## src/rtl/serdes_frame_tx.sv

```systemverilog
// Framing stage ahead of the SERDES encrypt core: holds one data/key pair and
// serialises it MSB first behind a start pulse. SERDES_TX_STATS_EN adds frame_cnt/stall_flag.
module serdes_frame_tx #(
  parameter int DATA_W     = 8,
  parameter int GAP_CYCLES = 2
) (
  input  logic              clk,
  input  logic              rst,
  input  logic              ena,
  input  logic              in_valid,
  output logic              in_ready,
  input  logic [DATA_W-1:0] in_a,
  input  logic [DATA_W-1:0] in_b,
  output logic              start,
  output logic              a_bit,
  output logic              b_bit,
  output logic              busy,
  output logic              frame_done
`ifdef SERDES_TX_STATS_EN
  ,
  output logic [7:0]        frame_cnt,
  output logic              stall_flag
`endif
);

  localparam int BW = (DATA_W > 1) ? $clog2(DATA_W) : 1;
  localparam int GW = (GAP_CYCLES > 1) ? $clog2(GAP_CYCLES) : 1;
  localparam logic [BW-1:0] BIT_FIRST = BW'(DATA_W - 1);
  localparam logic [GW-1:0] GAP_LAST  = GW'((GAP_CYCLES > 0) ? (GAP_CYCLES - 1) : 0);

  typedef enum logic [1:0] {
    IDLE  = 2'd0,
    START = 2'd1,
    SHIFT = 2'd2,
    GAP   = 2'd3
  } state_t;

  state_t            state_q, state_d;
  logic              hold_full_q, hold_full_d;
  logic [DATA_W-1:0] hold_a_q, hold_a_d, hold_b_q, hold_b_d;
  logic [DATA_W-1:0] sh_a_q, sh_a_d, sh_b_q, sh_b_d;
  logic [BW-1:0]     bit_idx_q, bit_idx_d;
  logic [GW-1:0]     gap_cnt_q, gap_cnt_d;
  logic              start_q, a_bit_q, b_bit_q, busy_q, frame_done_q, in_ready_q;
  logic              accept, launch, last_bit;

  // Next state, hold buffer and shift registers; launch and accept may share an edge.
  always_comb begin
    state_d   = state_q;
    bit_idx_d = bit_idx_q;
    gap_cnt_d = gap_cnt_q;
    launch    = 1'b0;
    accept    = in_valid && !hold_full_q;
    last_bit  = (state_q == SHIFT) && (bit_idx_q == {BW{1'b0}});
    case (state_q)
      IDLE: begin
        if (hold_full_q && ena) begin
          launch  = 1'b1;
          state_d = START;
        end else begin
          state_d = IDLE;
        end
      end
      START: begin
        state_d   = SHIFT;
        bit_idx_d = BIT_FIRST;
      end
      SHIFT: begin
        if (!last_bit) begin
          bit_idx_d = bit_idx_q - 1'b1;
        end else if (GAP_CYCLES > 0) begin
          state_d   = GAP;
          gap_cnt_d = {GW{1'b0}};
        end else if (hold_full_q && ena) begin
          launch  = 1'b1;
          state_d = START;
        end else begin
          state_d = IDLE;
        end
      end
      GAP: begin
        if (gap_cnt_q != GAP_LAST) begin
          gap_cnt_d = gap_cnt_q + 1'b1;
        end else if (hold_full_q && ena) begin
          launch  = 1'b1;
          state_d = START;
        end else begin
          state_d = IDLE;
        end
      end
      default: state_d = IDLE;
    endcase

    hold_full_d = accept || (hold_full_q && !launch);
    hold_a_d    = accept ? in_a : hold_a_q;
    hold_b_d    = accept ? in_b : hold_b_q;

    // The shift only starts once the MSB has been shown, so START leaves the regs untouched.
    if (launch) begin
      sh_a_d = hold_a_q;
      sh_b_d = hold_b_q;
    end else if (state_q == SHIFT) begin
      sh_a_d = sh_a_q << 1;
      sh_b_d = sh_b_q << 1;
    end else begin
      sh_a_d = sh_a_q;
      sh_b_d = sh_b_q;
    end
  end

  always_ff @(posedge clk) begin
    if (rst) begin
      state_q      <= IDLE;
      hold_full_q  <= 1'b0;
      hold_a_q     <= {DATA_W{1'b0}};
      hold_b_q     <= {DATA_W{1'b0}};
      sh_a_q       <= {DATA_W{1'b0}};
      sh_b_q       <= {DATA_W{1'b0}};
      bit_idx_q    <= {BW{1'b0}};
      gap_cnt_q    <= {GW{1'b0}};
      start_q      <= 1'b0;
      a_bit_q      <= 1'b0;
      b_bit_q      <= 1'b0;
      busy_q       <= 1'b0;
      frame_done_q <= 1'b0;
      in_ready_q   <= 1'b1;
    end else begin
      state_q      <= state_d;
      hold_full_q  <= hold_full_d;
      hold_a_q     <= hold_a_d;
      hold_b_q     <= hold_b_d;
      sh_a_q       <= sh_a_d;
      sh_b_q       <= sh_b_d;
      bit_idx_q    <= bit_idx_d;
      gap_cnt_q    <= gap_cnt_d;
      start_q      <= (state_d == START);
      a_bit_q      <= (state_d == SHIFT) && sh_a_d[DATA_W-1];
      b_bit_q      <= (state_d == SHIFT) && sh_b_d[DATA_W-1];
      busy_q       <= (state_d != IDLE);
      frame_done_q <= last_bit;
      in_ready_q   <= !hold_full_d;
    end
  end

  assign start      = start_q;
  assign a_bit      = a_bit_q;
  assign b_bit      = b_bit_q;
  assign busy       = busy_q;
  assign frame_done = frame_done_q;
  assign in_ready   = in_ready_q;

`ifdef SERDES_TX_STATS_EN
  logic [7:0] frame_cnt_q;
  logic       stall_flag_q;

  // Counter tracks the frame_done register so both change in the same cycle.
  always_ff @(posedge clk) begin
    if (rst) begin
      frame_cnt_q  <= 8'd0;
      stall_flag_q <= 1'b0;
    end else begin
      frame_cnt_q  <= last_bit ? (frame_cnt_q + 8'd1) : frame_cnt_q;
      stall_flag_q <= stall_flag_q || (in_valid && hold_full_q);
    end
  end

  assign frame_cnt  = frame_cnt_q;
  assign stall_flag = stall_flag_q;
`endif

endmodule

```

## config.mk

```make
export PLATFORM = sky130hd
export DESIGN_NAME = serdes_frame_tx
export DESIGN_NICKNAME = d
export VERILOG_FILES = /design/src/rtl/serdes_frame_tx.sv
export SDC_FILE = /design/constraint.sdc
export NUM_CORES = 1
export LEC_CHECK = 0
export BUFFER_PORTS_ARGS = -buffer_cell sky130_fd_sc_hd__buf_2
export CORE_MARGIN = 8
export CORE_UTILIZATION = 53
export CTS_CLUSTER_SIZE = 14
export DETAILED_ROUTE_END_ITERATION = 12
export HOLD_SLACK_MARGIN = 0.06
export MAX_ROUTING_LAYER = met4
export PLACE_DENSITY = 0.74
export SYNTH_ARGS = -nofsm -noshare
export SYNTH_HDL_FRONTEND = slang
export SYNTH_SLANG_ARGS = --single-unit
```

## constraint.sdc

```tcl
create_clock -name clk -period 2.1 [get_ports clk]
set_input_delay 0.105 -clock clk [delete_from_list [all_inputs] [get_ports clk]]
set_output_delay 0.105 -clock clk [all_outputs]
set_load 0.005 [all_outputs]
```

==> results.sh, run 1 <==
export IMPL_status="finished, final reports clean"
export IMPL_cts_buffers=5
export IMPL_worstPathRequired_ns=2.35
export IMPL_syn2layout_area_growth_pct=20.18
export IMPL_die_w_um=76.32
export IMPL_final_setup_viol_count=0
export IMPL_drive_above_1_share_pct=20.82
export IMPL_setup_tns_ns=0
export IMPL_drtPass1Iterations=4
export IMPL_timing_worst_setup_path_type="register to register"
export IMPL_ir_worst_vdd_uv=512.1
export IMPL_synth_edf_count=0
export IMPL_cts_tree="built"
export IMPL_die_h_um=76.32
export IMPL_wl_um=3632
export IMPL_dr_first_iter_drc_count=100
export IMPL_grt_use_total_pct=13.51
export IMPL_arrival_ns=2.16
export IMPL_dp_cells=269
export IMPL_clock_root_buffer="clkbuf_4"
export IMPL_start_util_pct=53.88
export IMPL_grt_max_degree=30
export IMPL_htree_levels=2
export IMPL_multi_input_area_um2=912.1
export IMPL_ys_async_sr_fraction_pct=0
export IMPL_synthFlopType="dfxtp_1"
export IMPL_wl_per_cell_um=12.40
export IMPL_vias=1474
export IMPL_min_period_ns=1.913
export IMPL_timing_final_crit_share_pct=91.10
export IMPL_vias_per_cell=5.031
export IMPL_hold_viol=0
export IMPL_grt_pass1_vias=1436
export IMPL_netlist_instances=207
export IMPL_nets=272
export IMPL_slew_violations=0
export IMPL_dpl_cell_area_um2=2051
export IMPL_skew_ns=0.01351
export IMPL_diodes=0
export IMPL_setup_worst_path_start_class="register"
export IMPL_antenna_found_initial=0
export IMPL_synth_area_um2=1928
export IMPL_io_buffers=25
export IMPL_rsz0062_at_grt="false"
export IMPL_fin_cells=293
export IMPL_dp_hpwl_um=2327
export IMPL_cts_buffer_depth=2
export IMPL_stdcell_area_um2=2317
export IMPL_gp_congestion=0.7698
export IMPL_yosysWarnings=0
export IMPL_postRouteAntennaNets=0
export IMPL_clk_pin_slew_worst_paths_ns=0.13
export IMPL_core_um2=3578
export IMPL_drcViolationCount=0
export IMPL_path_max_fanout=26
export IMPL_yosysSeqAreaShare_pct=46.72
export IMPL_cts_sink_count=45
export IMPL_min_path_type="primary input to register"
export IMPL_synth_cell_type_count=26
export IMPL_postLayoutSetupSlackWorst_ns=0.1868
export IMPL_power_density_nw_per_um2=774.7
export IMPL_dieArea_um2=5824
export IMPL_seq_area_um2=900.9
export IMPL_fmax_mhz=522.7
export IMPL_dp_slack_ns=0.2020
export IMPL_boundaryPins=26
export IMPL_cap_violations=0
export IMPL_rows=22
export IMPL_clk_latency_ns=0.37
export IMPL_avgSynthCellArea_um2=9.314
export IMPL_grt_overflow=0
export IMPL_p_leak_nw=0.9307
export IMPL_power_total_w=0.001795
export IMPL_worst_slew_pin_slew_ns=0.6154
export IMPL_fill_cells=317
export IMPL_grt_pass1_wl_um=6313
export IMPL_synth_seq_cells=45
export IMPL_worstSetupEndpointType="register"
export IMPL_synthesis_nets=235
export IMPL_slew_limit_headroom_pct=58.97
## worst paths after layout
path | start | end | slack, ns | cells past startpoint
setup / recovery | state_q[0] | sh_b_q[1] | 0.19 | 6
hold / removal | rst | frame_done | 0.09 | 2
setup reg to reg | state_q[0] | sh_b_q[1] | 0.19 | 6
hold reg to reg | hold_b_q[0] | sh_b_q[0] | 0.46 | 2
## power breakdown
part	internal, W	switching (W)	total, W	leakage [nW]
clock network	0.000375	0.000289	0.000664	0.0558
registers	0.000901	0.0000246	0.000925	0.368
logic	0.0000967	0.000109	0.000206	0.507
## cell type report
| type | count | area share [%] |
|---|---|---|
| Multi-Input combinational cell | 141 | 39.36 |
| Sequential cell | 45 | 38.88 |
| Timing Repair Buffer | 45 | 13.61 |
| Clock inverter | 3 | 2.970 |
| Tap cell | 48 | 2.592 |
| Clock buffer | 5 | 1.620 |
| Inverter | 6 | 0.9719 |
## sequential cells by signal, summed over array words and instances, names as in the netlist, 2 cells and up
register,flops
hold_a_q,8
hold_b_q,8
sh_a_q,8
sh_b_q,8
bit_idx_q,3
state_q,2
## through the flow
stage          utilization (%)  hold slack [ns]
4_1_cts                  64.76          0.07399
6_report                 64.76          0.09126
5_1_grt                  64.76          0.08840
3_5_place_dp             57.31           0.3500
3_3_place_gp             57.31           0.3451
2_1_floorplan                -           0.2410
## worst max-delay path: stages (launching register included)
cell and delay (ns):
dfxtp_1 0.42, inv_1 0.13, ha_1 0.32, or3_1 0.44
buf_4 0.27, nor2_1 0.16, a211oi_2 0.06
## per-layer routing
metal / share of wire, % / vias to the layer above / global-route usage, %
li1: - / 772 / -
met1: 48 / 676 / 15.58
met2: 48 / 21 / 20.99
met3: 3.1 / 5 / 3.420
met4: 1.7 / 0 / 7.500
met5: 0 / - / -
## synthesized netlist by cell type (3+ instances only)
| master | instances | area [um2] |
|---|---|---|
| nor2_1 | 22 | 82.58 |
| a21oi_1 | 25 | 125.1 |
| nand3b_1 | 3 | 22.52 |
| dfxtp_1 | 45 | 900.9 |
| buf_2 | 4 | 20.02 |
| nand2_1 | 37 | 138.9 |
| mux2i_1 | 14 | 140.1 |
| inv_1 | 6 | 22.52 |
| a211oi_2 | 12 | 150.1 |
| clkbuf_1 | 7 | 26.28 |
| ha_1 | 8 | 100.1 |
## placed cells by master, fill, tap and decap left out
| cell | count |
|---|---|
| buf_4 | 4 |
| dlygate4sd3_1 | 16 |
| a311oi_1 | 2 |
| a21o_1 | 1 |
| o22a_1 | 1 |
| mux2_2 | 2 |
| nand2b_1 | 2 |
| a21oi_1 | 25 |
| a211oi_2 | 12 |
| buf_2 | 25 |
| dfxtp_1 | 45 |
| ha_1 | 8 |
| mux2i_1 | 14 |
| o21a_1 | 2 |
| clkbuf_4 | 5 |
| o32ai_1 | 1 |
| or3_1 | 2 |
| nor2b_1 | 2 |
| inv_1 | 6 |
| nor4b_1 | 2 |
| inv_6 | 1 |
| nand3b_1 | 3 |
| nor3b_1 | 1 |
| bufinv_16 | 2 |
| nand2_1 | 37 |
| nor2_1 | 22 |
| nor3_1 | 2 |
## cells by family (layout without fill, tap and decap cells)
group / count (synthesis) / in the layout / synth area share, %
buffers and inverters: 21 / 59 / 5.970
AOI/OAI and AO/OA: 44 / 44 / 17.26
DFF: 45 / 45 / 46.72
and+or+nand+nor: 73 / 73 / 16.42
adders and majority gates: 8 / 8 / 5.192
muxes: 16 / 16 / 8.436
## what timing repair did
item                                    4_1_cts  5_1_grt
endpoints found under the setup margin        0        0
hold buffers                                 16        0
setup buffers                                 0        0
hold endpoints to repair                     16        0
gates resized for setup                       0        0
No activity file was read; power rests on OpenSTA's default activity.
==> inputs of run 2 (changes only) <==
- CORE_UTILIZATION: 53 -> 27
- PLACE_DENSITY: 0.74 -> not set
==> results.sh, run 2 (synthesis gave the netlist of run 1 again) <==
export IMPL_status="finished, final reports clean"
export IMPL_hold_ws_ns=0.1523
export IMPL_drive_above_1_share_pct=20.00
export IMPL_syn2layout_area_growth_pct=22.32
export IMPL_vias=1451
export IMPL_wl_um=3688
export IMPL_p_leak_nw=0.9134
export IMPL_hold_buffers=16
export IMPL_hold_viol=0
export IMPL_grt_max_degree=36
export IMPL_clk_pin_slew_worst_paths_ns=0.08
export IMPL_fin_cells=344
export IMPL_arrival_ns=2.06
export IMPL_cts_buffer_depth=2
export IMPL_antenna_found_initial=0
export IMPL_power_total_w=0.001634
export IMPL_postLayoutSetupSlackWorst_ns=0.1877
export IMPL_slew_violations=0
export IMPL_gp_congestion=0.7338
export IMPL_multi_input_area_um2=912.1
export IMPL_core_um2=7098
export IMPL_power_density_nw_per_um2=693.0
export IMPL_ir_worst_vdd_uv=185.5
export IMPL_path_max_fanout=26
export IMPL_post_cts_resized=0
export IMPL_clock_root_buffer="clkbuf_8"
export IMPL_setup_tns_ns=0
export IMPL_postRouteAntennaNets=0
export IMPL_grt_use_total_pct=8.323
export IMPL_dr_first_iter_drc_count=58
export IMPL_vias_per_cell=4.218
export IMPL_final_setup_viol_count=0
export IMPL_setup_worst_path_start_class="register"
export IMPL_nets=272
export IMPL_fill_cells=755
export IMPL_dp_slack_ns=0.2048
export IMPL_grt_overflow=0
export IMPL_io_buffers=25
export IMPL_htree_levels=2
export IMPL_cap_violations=0
export IMPL_diodes=0
export IMPL_drcViolationCount=0
export IMPL_fmax_mhz=522.9
export IMPL_skew_ns=0.003665
export IMPL_layout_commonest_cell="dfxtp_1"
export IMPL_die_w_um=100.5
export IMPL_worstSetupEndpointType="register"
export IMPL_crit_path_top_delay_cell="or3_1"
export IMPL_grt_pass1_vias=1488
export IMPL_dp_hpwl_um=2605
export IMPL_boundaryPins=26
export IMPL_rows=31
export IMPL_drtPass1Iterations=4
export IMPL_worstPathRequired_ns=2.25
export IMPL_seq_area_um2=900.9
export IMPL_min_path_type="primary input to register"
export IMPL_timing_final_crit_share_pct=91.06
export IMPL_dp_cells=320
export IMPL_cts_setup_buffers=0
export IMPL_rsz0062_at_grt="false"
export IMPL_wl_per_cell_um=10.72
export IMPL_cts_tree="built"
export IMPL_cpPeakStageDelay_ns=0.44
export IMPL_cp_cell_sequence="inv_1 > ha_1 > or3_1 > buf_4 > nor2_1 > a211oi_2"
export IMPL_min_period_ns=1.912
export IMPL_timing_worst_setup_path_type="register to register"
export IMPL_die_h_um=100.5
export IMPL_worst_slew_pin_slew_ns=0.7010
export IMPL_cts_sink_count=45
export IMPL_final_cell_mix="dfxtp_1, nand2_1, a21oi_1, buf_2, nor2_1"
export IMPL_clk_latency_ns=0.29
export IMPL_dieArea_um2=10100
export IMPL_grt_pass1_wl_um=6575
export IMPL_start_util_pct=27.16
export IMPL_slew_limit_headroom_pct=53.27
export IMPL_cts_buffers=5
run 2: cell types whose count changed in the layout (fill, tap and decap cells not counted), sizes merged:
cell      previous run  this run
clkbuf               5         7
inv                  7         6
clkinvlp             0         1
bufinv               2         0
run 2: cell type report:
class / instances / share of cell area (%)
flip-flops and latches: 45 / 38.20
repair buffers: 45 / 13.37
clock inverters: 1 / 0.3183
clock buffers: 7 / 3.236
multi-input cells: 141 / 38.67
inverters: 6 / 0.9549
well taps: 99 / 5.252
run 2: final timing paths:
path | from | endpoint | slack [ns] | depth (start not counted)
setup reg to reg | state_q[0] | sh_a_q[1] | 0.19 | 6
hold / removal | in_valid | in_ready | 0.15 | 3
hold reg to reg | hold_b_q[6] | hold_b_q[6] | 0.46 | 2
setup / recovery | state_q[0] | sh_a_q[1] | 0.19 | 6
run 2: report_power, final:
group          switching, W  internal, W
logic              0.000108    0.0000964
clock network      0.000271     0.000235
registers         0.0000247     0.000900
total              0.000403      0.00123
run 2: metal layers:
layer	wire, um	GRT usage, %	up-vias	part of all wire (%)
met1	1745	9.449	650	47
met4	35	3.837	0	0.95
met5	0	-	-	0
li1	-	-	771	-
met2	1762	13.33	25	48
met3	144	2.348	5	3.9
run 2: critical path, delay by kind of cell (launching register included):
family,cells,cell delay (ns)
AND/OR/NAND/NOR,2,0.60
flip-flops,1,0.40
buffers and inverters,2,0.38
adder cells (fa/ha/maj),1,0.32
AO/OA/AOI/OAI,1,0.06
run 2: through the flow:
step	area, um2	utilization (%)
2_1_floorplan	1928	-
3_3_place_gp	2115	29.79
3_5_place_dp	2115	29.79
4_1_cts	2359	33.23
5_1_grt	2359	33.23
6_report	2359	33.23
